**src/rtl/caravel_uart_wb_master.sv**
```systemverilog
// rtl/caravel_uart_wb_master.sv - UART command parser driving single Wishbone master cycles
`timescale 1ns/1ps
module caravel_uart_wb_master #(
    parameter int BAUD_DIV   = 15,
    parameter int WB_TIMEOUT = 1024
) (
    input  logic        app_clk,
    input  logic        line_reset_n,
    input  logic        uart_rxd,
    output logic        uart_txd,
    output logic        wbm_cyc_o,
    output logic        wbm_stb_o,
    output logic        wbm_we_o,
    output logic [31:0] wbm_adr_o,
    output logic [31:0] wbm_dat_o,
    output logic [3:0]  wbm_sel_o,
    input  logic [31:0] wbm_dat_i,
    input  logic        wbm_ack_i,
    input  logic        wbm_err_i
);
    localparam logic [15:0] BIT_LAST = 16'(16 * (BAUD_DIV + 1) - 1);
    localparam logic [15:0] DIV_LAST = 16'(BAUD_DIV);
    localparam logic [15:0] TMO_LAST = 16'(WB_TIMEOUT - 1);

    localparam logic [3:0] P_IDLE = 4'd0, P_CMD1 = 4'd1, P_CMD2 = 4'd2, P_SP1 = 4'd3, P_ADDR = 4'd4;
    localparam logic [3:0] P_SP2 = 4'd5, P_DATA = 4'd6, P_EXEC = 4'd7, P_RESP = 4'd8, P_DISC = 4'd9;
    localparam logic [1:0] R_IDLE = 2'd0, R_START = 2'd1, R_DATA = 2'd2, R_STOP = 2'd3;
    localparam logic [1:0] K_BANNER = 2'd0, K_OK = 2'd1, K_ERR = 2'd2, K_READ = 2'd3;

    // Messages left-aligned in 16 chars so char i sits at bits [8*(15-i) +: 8]
    localparam logic [127:0] BANNER = {"UART2WB ready\n", 16'h0};
    localparam logic [127:0] OK_MSG = {"cmd success\n", 32'h0};
    localparam logic [127:0] ER_MSG = {"error\n", 80'h0};

    // ---------------- UART receiver (16x oversampled) ----------------
    logic       rxd_m_q, rxd_s_q, rx_vld_q;
    logic [1:0] rx_st_q;
    logic [15:0] rx_div_q;
    logic [3:0] rx_tick_q;
    logic [2:0] rx_bit_q;
    logic [7:0] rx_sh_q;
    logic       rx_tick, rx_mid;

    assign rx_tick = (rx_div_q == DIV_LAST);
    assign rx_mid  = rx_tick && (rx_tick_q == 4'd7);

    always_ff @(posedge app_clk or negedge line_reset_n) begin
        if (!line_reset_n) begin
            rxd_m_q <= 1'b1; rxd_s_q <= 1'b1; rx_vld_q <= 1'b0; rx_st_q <= R_IDLE;
            rx_div_q <= '0; rx_tick_q <= '0; rx_bit_q <= '0; rx_sh_q <= '0;
        end else begin
            rxd_m_q  <= uart_rxd;
            rxd_s_q  <= rxd_m_q;
            rx_vld_q <= 1'b0;
            if (rx_st_q == R_IDLE) begin
                rx_div_q  <= '0;
                rx_tick_q <= '0;
                if (!rxd_s_q) rx_st_q <= R_START;
            end else begin
                rx_div_q <= rx_tick ? 16'd0 : rx_div_q + 16'd1;
                if (rx_tick) rx_tick_q <= rx_tick_q + 4'd1;
                if (rx_mid) begin
                    case (rx_st_q)
                        R_START: begin rx_st_q <= rxd_s_q ? R_IDLE : R_DATA; rx_bit_q <= '0; end
                        R_DATA: begin
                            rx_sh_q  <= {rxd_s_q, rx_sh_q[7:1]};
                            rx_bit_q <= rx_bit_q + 3'd1;
                            if (rx_bit_q == 3'd7) rx_st_q <= R_STOP;
                        end
                        default: begin rx_st_q <= R_IDLE; rx_vld_q <= rxd_s_q; end
                    endcase
                end
            end
        end
    end

    // ---------------- 16-byte RX FIFO ----------------
    logic [7:0] fifo_mem [16];
    logic [3:0] wr_ptr_q, rd_ptr_q;
    logic [4:0] cnt_q;
    logic       push, pop, rx_drop;
    logic [7:0] ch, lc;

    assign push    = rx_vld_q && (cnt_q != 5'd16);
    assign rx_drop = rx_vld_q && (cnt_q == 5'd16);
    assign ch      = fifo_mem[rd_ptr_q];
    assign lc      = ch | 8'h20;

    always_ff @(posedge app_clk) begin
        if (push) fifo_mem[wr_ptr_q] <= rx_sh_q;
    end

    always_ff @(posedge app_clk or negedge line_reset_n) begin
        if (!line_reset_n) begin
            wr_ptr_q <= '0; rd_ptr_q <= '0; cnt_q <= '0;
        end else begin
            if (push) wr_ptr_q <= wr_ptr_q + 4'd1;
            if (pop)  rd_ptr_q <= rd_ptr_q + 4'd1;
            cnt_q <= cnt_q + {4'd0, push} - {4'd0, pop};
        end
    end

    // ---------------- command parser / WB master ----------------
    logic [3:0]  st_q, st_d, ndig_q, ndig_d;
    logic [31:0] adr_q, adr_d, dat_q, dat_d, rdat_q, rdat_d;
    logic [15:0] tmo_q, tmo_d;
    logic [1:0]  kind_q, kind_d;
    logic        wr_q, wr_d, lerr_q, lerr_d, cyc_q, cyc_d;
    logic        is_term, is_dig, is_hex, bad, go;
    logic [3:0]  hex_val;
    logic        msg_busy_q;

    assign is_term = (ch == 8'h0A) || (ch == 8'h0D);
    assign is_dig  = (ch >= 8'h30) && (ch <= 8'h39);
    assign is_hex  = is_dig || ((lc >= 8'h61) && (lc <= 8'h66));
    assign hex_val = is_dig ? ch[3:0] : lc[3:0] + 4'd9;
    assign pop     = (cnt_q != 5'd0) && (st_q != P_EXEC) && (st_q != P_RESP);

    always_comb begin
        st_d = st_q; ndig_d = ndig_q; adr_d = adr_q; dat_d = dat_q; rdat_d = rdat_q;
        tmo_d = tmo_q; kind_d = kind_q; wr_d = wr_q; cyc_d = cyc_q;
        lerr_d = lerr_q | rx_drop;
        bad = 1'b0; go = 1'b0;
        if (pop) begin
            case (st_q)
                P_IDLE: if (!is_term) begin
                    if (lc == 8'h77)      begin wr_d = 1'b1; st_d = P_CMD1; end
                    else if (lc == 8'h72) begin wr_d = 1'b0; st_d = P_CMD1; end
                    else bad = 1'b1;
                end
                P_CMD1: if (lc == 8'h6D) st_d = P_CMD2; else bad = 1'b1;
                P_CMD2: if (ch == 8'h20) begin
                    st_d = P_SP1; adr_d = '0; dat_d = '0; ndig_d = '0;
                end else bad = 1'b1;
                P_SP1, P_ADDR: begin
                    if (is_hex && ndig_q != 4'd8) begin
                        adr_d = {adr_q[27:0], hex_val}; ndig_d = ndig_q + 4'd1; st_d = P_ADDR;
                    end else if (st_q == P_ADDR && ch == 8'h20 && wr_q) begin
                        st_d = P_SP2; ndig_d = '0;
                    end else if (st_q == P_ADDR && is_term && !wr_q) go = 1'b1;
                    else bad = 1'b1;
                end
                P_SP2, P_DATA: begin
                    if (is_hex && ndig_q != 4'd8) begin
                        dat_d = {dat_q[27:0], hex_val}; ndig_d = ndig_q + 4'd1; st_d = P_DATA;
                    end else if (st_q == P_DATA && is_term) go = 1'b1;
                    else bad = 1'b1;
                end
                P_DISC: if (is_term) begin st_d = P_RESP; kind_d = K_ERR; lerr_d = 1'b0; end
                default: ;
            endcase
        end
        // An illegal terminator ends the line right away; anything else discards to the terminator
        if (bad) begin
            st_d = is_term ? P_RESP : P_DISC;
            kind_d = K_ERR;
            if (is_term) lerr_d = 1'b0;
        end
        if (go) begin
            lerr_d = 1'b0;
            if (lerr_q) begin st_d = P_RESP; kind_d = K_ERR; end
            else begin st_d = P_EXEC; cyc_d = 1'b1; tmo_d = '0; end
        end
        case (st_q)
            P_EXEC: begin
                if (wbm_ack_i) begin
                    cyc_d = 1'b0; st_d = P_RESP; rdat_d = wbm_dat_i; kind_d = wr_q ? K_OK : K_READ;
                end else if (wbm_err_i || tmo_q == TMO_LAST) begin
                    cyc_d = 1'b0; st_d = P_RESP; kind_d = K_ERR;
                end else tmo_d = tmo_q + 16'd1;
            end
            P_RESP: if (!msg_busy_q) st_d = P_IDLE;
            default: ;
        endcase
    end

    always_ff @(posedge app_clk or negedge line_reset_n) begin
        if (!line_reset_n) begin
            st_q <= P_IDLE; ndig_q <= '0; adr_q <= '0; dat_q <= '0; rdat_q <= '0;
            tmo_q <= '0; kind_q <= K_ERR; wr_q <= 1'b0; lerr_q <= 1'b0; cyc_q <= 1'b0;
        end else begin
            st_q <= st_d; ndig_q <= ndig_d; adr_q <= adr_d; dat_q <= dat_d; rdat_q <= rdat_d;
            tmo_q <= tmo_d; kind_q <= kind_d; wr_q <= wr_d; lerr_q <= lerr_d; cyc_q <= cyc_d;
        end
    end

    assign wbm_cyc_o = cyc_q;
    assign wbm_stb_o = cyc_q;
    assign wbm_we_o  = cyc_q & wr_q;
    assign wbm_adr_o = adr_q;
    assign wbm_dat_o = dat_q;
    assign wbm_sel_o = 4'hF;

    // ---------------- message sequencer and UART transmitter ----------------
    function automatic logic [7:0] msg_char(input logic [1:0] kind, input logic [3:0] idx,
                                            input logic [31:0] rd);
        logic [3:0] nib;
        nib = rd[{~idx[2:0], 2'b00} +: 4];
        case (kind)
            K_BANNER: return BANNER[{~idx, 3'b000} +: 8];
            K_OK:     return OK_MSG[{~idx, 3'b000} +: 8];
            K_ERR:    return ER_MSG[{~idx, 3'b000} +: 8];
            default:  return (idx == 4'd8) ? 8'h0A :
                             (nib < 4'd10) ? 8'h30 + {4'h0, nib} : 8'h37 + {4'h0, nib};
        endcase
    endfunction

    function automatic logic msg_last(input logic [1:0] kind, input logic [3:0] idx);
        case (kind)
            K_BANNER: return idx == 4'd13;
            K_OK:     return idx == 4'd11;
            K_ERR:    return idx == 4'd5;
            default:  return idx == 4'd8;
        endcase
    endfunction

    logic [1:0]  msg_kind_q;
    logic [3:0]  msg_idx_q, tx_bit_q;
    logic [10:0] tx_sh_q;
    logic [15:0] tx_cnt_q;
    logic        tx_busy_q, tx_load;

    assign tx_load  = msg_busy_q && !tx_busy_q;
    assign uart_txd = tx_busy_q ? tx_sh_q[0] : 1'b1;

    // Banner is armed by reset itself, so it leaves as soon as reset is released
    always_ff @(posedge app_clk or negedge line_reset_n) begin
        if (!line_reset_n) begin
            msg_busy_q <= 1'b1; msg_kind_q <= K_BANNER; msg_idx_q <= '0;
            tx_busy_q <= 1'b0; tx_sh_q <= '1; tx_bit_q <= '0; tx_cnt_q <= '0;
        end else begin
            if (st_q == P_RESP && !msg_busy_q) begin
                msg_busy_q <= 1'b1; msg_kind_q <= kind_q; msg_idx_q <= '0;
            end else if (tx_load) begin
                msg_idx_q <= msg_idx_q + 4'd1;
                if (msg_last(msg_kind_q, msg_idx_q)) msg_busy_q <= 1'b0;
            end
            if (tx_load) begin
                tx_busy_q <= 1'b1;
                tx_sh_q   <= {2'b11, msg_char(msg_kind_q, msg_idx_q, rdat_q), 1'b0};
                tx_bit_q  <= '0;
                tx_cnt_q  <= '0;
            end else if (tx_busy_q) begin
                if (tx_cnt_q == BIT_LAST) begin
                    tx_cnt_q <= '0;
                    tx_sh_q  <= {1'b1, tx_sh_q[10:1]};
                    tx_bit_q <= tx_bit_q + 4'd1;
                    if (tx_bit_q == 4'd10) tx_busy_q <= 1'b0;
                end else tx_cnt_q <= tx_cnt_q + 16'd1;
            end
        end
    end
endmodule

```
**config.mk**
```make
export PLATFORM = sky130hd
export DESIGN_NAME = caravel_uart_wb_master
export DESIGN_NICKNAME = d
export VERILOG_FILES = /design/src/rtl/caravel_uart_wb_master.sv
export SDC_FILE = /design/constraint.sdc
export NUM_CORES = 1
export LEC_CHECK = 0
export ABC_CLOCK_PERIOD_IN_PS = 9900
export CAP_MARGIN = 20
export CELL_PAD_IN_SITES_DETAIL_PLACEMENT = 1
export CELL_PAD_IN_SITES_GLOBAL_PLACEMENT = 2
export CORE_MARGIN = 4
export CORE_UTILIZATION = 35
export CTS_CLUSTER_SIZE = 30
export DETAILED_ROUTE_END_ITERATION = 10
export PLACE_DENSITY = 0.73
export SYNTH_ARGS = -nofsm -noshare
export SYNTH_HDL_FRONTEND = slang
export SYNTH_SLANG_ARGS = --single-unit
```
**constraint.sdc**
```tcl
create_clock -name app_clk -period 9.9 [get_ports app_clk]
set_input_delay 1.485 -clock app_clk [delete_from_list [all_inputs] [get_ports app_clk]]
set_output_delay 1.485 -clock app_clk [all_outputs]
set_load 0.05 [all_outputs]
```
==> results of run 1 <==
routing by layer:
| metal | share of wire (%) | routed length [um] |
|---|---|---|
| met5 | 0 | 0 |
| met4 | 1.6 | 615 |
| met3 | 3.6 | 1430 |
| met2 | 47 | 18400 |
| met1 | 48 | 18600 |
cell usage after synthesis (4+ instances only):
master / n
a22oi_1: 7
buf_2: 12
nor3_1: 11
ha_1: 36
nand2_1: 169
buf_4: 10
clkbuf_1: 38
a31oi_1: 8
buf_1: 7
nor2b_1: 11
inv_1: 66
o21ai_1: 43
and3_1: 34
o21a_1: 6
o22ai_1: 4
mux2i_1: 15
and2_1: 15
nand3_1: 68
nand4_1: 5
edfxtp_1: 128
o21ai_0: 107
nor2_1: 86
nand2b_1: 23
nor4_1: 11
mux2_2: 43
a22o_1: 9
mux4_2: 21
buf_6: 5
o31ai_1: 12
dfrtp_1: 198
a21oi_1: 37
dfstp_2: 13
or3_1: 5
mux4_1: 14
xnor2_1: 20
a211oi_1: 9
a21o_1: 4
xor2_1: 18
where the power goes:
| group | switching [mW] | total [mW] | leakage (nW) | internal (mW) |
|---|---|---|---|---|
| Clock | 0.616 | 1.54 | 0.692 | 0.926 |
| Sequential | 0.00255 | 1.46 | 3.74 | 1.45 |
| Combinational | 0.0263 | 0.0423 | 2.80 | 0.0159 |
| Total | 0.645 | 3.04 | 7.24 | 2.39 |
state kept, by name, indices dropped and copies added, names as in the netlist, 4 cells and up:
signal,flops
st_q,4
rdat_q,32
msg_idx_q,4
wbm_dat_o,32
wr_ptr_q,4
tx_cnt_q,16
ndig_q,4
rx_tick_q,4
wbm_adr_o,32
tx_bit_q,4
tx_sh_q,9
fifo_mem,128
rx_div_q,16
rx_sh_q,8
cnt_q,5
tmo_q,16
rd_ptr_q,4
through the flow:
| step | power (mW) | hold WS [ns] |
|---|---|---|
| floorplan | 1.49 | 0.345 |
| finish | 3.04 | 0.356 |
| global placement | 1.53 | 0.348 |
| global route | 3.17 | 0.359 |
| detailed placement | 1.53 | 0.349 |
| CTS | 3.10 | 0.358 |
worst paths after layout:
| kind | startpoint | slack [ns] | endpoint |
|---|---|---|---|
| setup / recovery | rd_ptr_q[0] | 5.57 | tmo_q[6] |
| hold / removal | rxd_m_q | 0.36 | rxd_s_q |
| setup reg to reg | rd_ptr_q[0] | 5.57 | tmo_q[6] |
| hold reg to reg | rxd_m_q | 0.36 | rxd_s_q |
| max in group asynchronous | line_reset_n | 6.91 | rx_bit_q[0] |
| min in group asynchronous | line_reset_n | 0.88 | wbm_adr_o[30] |
area by class of cell:
class,count,area [sq um],share of cell area (%)
multi-input combinational,935,6460,33.6
inverter,66,248,1.29
clock buffer,60,1190,6.18
tap,600,751,3.91
clock inverter,18,233,1.21
sequential,339,9140,47.6
timing repair buffer,122,1200,6.25
cells by family (layout without fill, tap and decap cells):
group | count (synthesis) | count (layout)
buffers and inverters | 145 | 266
XOR/XNOR | 38 | 38
AND/OR/NAND/NOR | 467 | 467
AO/OA/AOI/OAI | 292 | 292
other | 1 | 4
flip-flops | 339 | 339
adder cells (fa/ha/maj) | 37 | 37
multiplexers | 97 | 97
==> flow_summary.toml, run 1 <==
[run_status]
outcome = "completed"

[route]
drt_iter0_drc = 667
vias = 11100
drcViolationCount = 0
ant_nets = 0
vias_per_cell = 5.20
wl_per_cell_um = 18.3
drt-total-wl_mm = 39.1
drt_pre_antenna_iters = 4

[critical_path]
path_max_fanout = 40
rr_worst_depth = 13
cp.buffers_inverters = 2
cpMostUsedCell = "o21ai_0"
critPathMaxStageDelay_ns = 0.64
end_kind = "register"
cpLargestDelayFamily = "compound AO/OA/AOI/OAI gates"
cp-start-kind = "register"
crit_type = "reg -> reg"
crit_cells = 13
cp.arrival_ns = 4.73
cp.required_ns = 10.29
critical-path-slowest-cell = "mux4_1"
path_cells = "buf_4 -> mux4_1 -> a22oi_1 -> nand3_1 -> inv_1 -> ha_1 -> or3b_1 -> a211o_1 -> nor3_4 -> nand3_2 -> o21a_4 -> o21ai_0 -> o21ai_0"

[timing]
rsz0062_at_grt = "no"
setup_violations = 0
setup_slack_ns = 5.57
finClkSkew_ns = 0.0288
fmaxAchievable_ghz = 0.231
worst_slew_pin_slew_ns = 0.967
fin_crit_ns = 4.33
hold_viol_final = 0
maxSlewViolCount = 0
setup_tns_ns = 0
slew_headroom_pct = 35.3
fin_crit_sh_pct = 43.8

[place]
dpl.cell_count = 2060
gp_congestion = 0.790
dp_hpwl_mm = 26.2
numPortBuffers = 104
pre_cts_slack_ns = 5.57
dpl_cell_area_sq_mm = 0.0178

[cells_and_area]
layout_commonest_cell = "dfrtp_1"
design_area_sq_mm = 0.0192
drive_above_1_share_pct = 12.6
syn_to_final_growth_pct = 18.1
fin_cells = 2140
final_core_util_pct = 42.1
fillers = 4902
final_cell_mix = "dfrtp_1 (197), nand2_1 (169), edfxtp_1 (128)"
antenna_cells = 0
nNetsFinal = 1580

[flow_run]
cap_violations = 0

[grt]
met3_usage_pct = 3.28
met1_usage_pct = 21.7
grt_overflow = 0
grt_pass1_wl_mm = 63.7
busiest_layer = "met2"
use_met2_pct = 25.3
grt_start_max_net_pins = 91
antenna_found_initial = 1
grt_pass1_vias = 11400
track_usage_pct = 15.5

[synthesis]
synth_top_family_by_area = "simple AND/OR/NAND/NOR gates"
synth_compound_area_share_pct = 11.3
synthFlopType = "dfrtp_1"
synth_area_leaders = "dfrtp_1 (30%), edfxtp_1 (24%), nand2_1 (3.9%), o21ai_0 (3.3%), mux2_2 (3.0%)"
async_flop_share_pct = 62.2
synth.distinct_cells = 95
synth.area.mux_share_pct = 9.36
synth_largest_area_cell = "dfrtp_1"
netlist.area_leader.share_pct = 30.4
synthXorXnorAreaFrac_pct = 2.04
synth_fa_ha_area_share_pct = 2.89
synth_edf_count = 128
synth_area_sq_mm = 0.0163
ys_warn_count = 0
syn_avg_cell_area_sq_um = 11.5
synth_sequential_area_ratio_pct = 56.1
synth_simple_gate_area_share_pct = 13.9
synth-seq-cells = 339
synth_cells = 1416

[power]
power_leakage_nw = 7.24
power_density_mw_per_mm2 = 158
ir_drop_mv = 0.128

[hold_path]
hold_depth = 0
min-delay-path-class = "reg -> reg"

[die]
dieHeight_um = 224
io_pins = 109
dieArea_sq_mm = 0.0500
start_util_pct = 35.6
rows = 78
coreArea_sq_mm = 0.0457
die_x_um = 224

[clock_tree]
cts.sinks = 339
cts-root-buf = "clkbuf_16"
cts_resized = 0
clockBufferDepth = 3
cts_tree = "done"
htreeDepth = 2
clk_latency_ns = 0.58
hold_buffers = 0
cts_setup_buffers = 0
clk_pin_slew_worst_paths_ns = 0.06
cts_made_buffers = 42
Power figures use the tool's default switching activity.
==> run 2: changes to the inputs <==
--- a/config.mk
+++ b/config.mk
@@ -5,7 +5,7 @@
 export SDC_FILE = /design/constraint.sdc
 export NUM_CORES = 1
 export LEC_CHECK = 0
-export ABC_CLOCK_PERIOD_IN_PS = 9900
+export ABC_CLOCK_PERIOD_IN_PS = 4200
 export CAP_MARGIN = 20
 export CELL_PAD_IN_SITES_DETAIL_PLACEMENT = 1
 export CELL_PAD_IN_SITES_GLOBAL_PLACEMENT = 2
==> constraint.sdc (replaced) <==
create_clock -name app_clk -period 4.2 [get_ports app_clk]
set_input_delay 0.63 -clock app_clk [delete_from_list [all_inputs] [get_ports app_clk]]
set_output_delay 0.63 -clock app_clk [all_outputs]
set_load 0.05 [all_outputs]
==> run 2 against run 1 <==
Net effect: final cell count grew 0.70%; largest cell class unchanged; sequential power is 130% higher; die area unchanged; clock power rose by 130%; global-route usage increased by 0.53 points.
==> flow_summary.toml, run 2 (synthesis results as in run 1) <==
[route]
m1WireLength_mm = 18.8
vias_per_cell = 5.22
ant_nets = 0
met3WireLength_mm = 1.44
drt_iter0_drc = 744
drt-total-wl_mm = 40.3
dr_wl_met2_mm = 19.4
routed.top_layer = "met4"
drcViolationCount = 0
drt_pre_antenna_iters = 5
vias = 11300
wl_per_cell_um = 18.7

[timing]
fin_crit_sh_pct = 93.1
hold_viol_final = 0
hold_slack_ns = 0.163
slew_headroom_pct = 38.0
maxSlewViolCount = 0
fin_crit_ns = 3.91
fmaxAchievable_ghz = 0.256
setup_slack_ns = 0.288
rsz0062_at_grt = "no"
setup_tns_ns = 0
finClkSkew_ns = 0.0237
worst_slew_pin_slew_ns = 0.931
setup_violations = 0

[place]
dpl.cell_count = 2073
numPortBuffers = 104
pre_cts_slack_ns = 0.104
dp_hpwl_mm = 27.5
gp_congestion = 0.769
dpl_cell_area_sq_mm = 0.0179

[cells_and_area]
multi_input_area_sq_mm = 0.00646
final-seq-area_sq_mm = 0.00915
final_core_util_pct = 42.3
drive_above_1_share_pct = 13.6
syn_to_final_growth_pct = 18.7
nNetsFinal = 1597
design_area_sq_mm = 0.0193
fin_cells = 2155
fillers = 4863
layout_commonest_cell = "dfrtp_1"
largest_reg_flops = 128
regMostFlops = "fifo_mem"
final_cell_mix = "dfrtp_1 (196), nand2_1 (169), edfxtp_1 (128)"

[power]
power_density_mw_per_mm2 = 369
power.total_mw = 7.12
power_leakage_nw = 7.30
ir_drop_mv = 0.240

[run_status]
outcome = "completed"

[critical_path]
reg2reg_slack_ns = 0.29
cp.arrival_ns = 4.34
path_max_fanout = 7
cp.required_ns = 4.62
rr_worst_depth = 13
cp.buffers_inverters = 2
cpLargestDelayFamily = "compound AO/OA/AOI/OAI gates"
r2r_end = "st_q[3]"
critPathMaxStageDelay_ns = 0.56
cp-start-kind = "register"
crit_type = "reg -> reg"
path_cells = "mux4_1 -> a22oi_1 -> nand3_1 -> inv_1 -> ha_1 -> or3b_1 -> a211o_1 -> nor3_4 -> buf_4 -> o311ai_1 -> a41oi_2 -> o21a_2 -> a21oi_1"
r2r-start = "rd_ptr_q[0]"
end_kind = "register"
critical-path-slowest-cell = "mux4_1"

[grt]
grt_overflow = 0
track_usage_pct = 16.1
grt_pass1_vias = 11800
grt_pass1_wl_mm = 65.8
grt_start_max_net_pins = 111
antenna_found_initial = 1

[clock_tree]
cts.sinks = 339
clk_pin_slew_worst_paths_ns = 0.06
cts_tree = "done"
clockBufferDepth = 3
cts_made_buffers = 42
cts-root-buf = "clkbuf_16"
clk_latency_ns = 0.57
htreeDepth = 2

[die]
io_pins = 109
die_x_um = 224
coreArea_sq_mm = 0.0457
start_util_pct = 35.6
dieArea_sq_mm = 0.0500
dieHeight_um = 224
rows = 78

[flow_run]
cap_violations = 0

[hold_path]
min-delay-path-class = "in -> async"
[run 2: worst max-delay path by stage]
stage	from	to	cells past startpoint
6_report	rd_ptr_q[0]	st_q[3]	13
5_1_grt	rd_ptr_q[0]	tmo_q[8]	12
4_1_cts	rd_ptr_q[0]	wbm_adr_o[22]	13
3_5_place_dp	rd_ptr_q[0]	wbm_adr_o[22]	13
3_3_place_gp	rd_ptr_q[0]	tmo_q[6]	12
2_1_floorplan	rd_ptr_q[0]	tmo_q[15]	15
[run 2: where the power goes]
| part | switching (mW) | leakage [nW] | total (mW) | internal, mW |
|---|---|---|---|---|
| Clock | 1.45 | 0.670 | 3.59 | 2.14 |
| Sequential | 0.00600 | 3.74 | 3.43 | 3.43 |
| Combinational | 0.0634 | 2.89 | 0.103 | 0.0394 |
[run 2: area by class of cell]
class	count	share of cell area (%)
diodes	1	0.0130
clock buffers	57	5.99
clock inverters	18	1.13
inverters	66	1.28
multi-input cells	935	33.4
flip-flops and latches	339	47.3
well taps	600	3.89
repair buffers	139	6.92
[run 2: metal layers]
layer	track usage [%]	vias up
li1	-	5312
met1	22.0	5747
met2	26.9	141
met3	3.11	52
met4	3.48	0
met5	0	-
[run 2: timing repair]
action / in CTS / in global routing
resized for setup: 0 / 4
hold buffers: 0 / 0
setup buffers: 0 / 6
setup endpoints to repair: 0 / 73
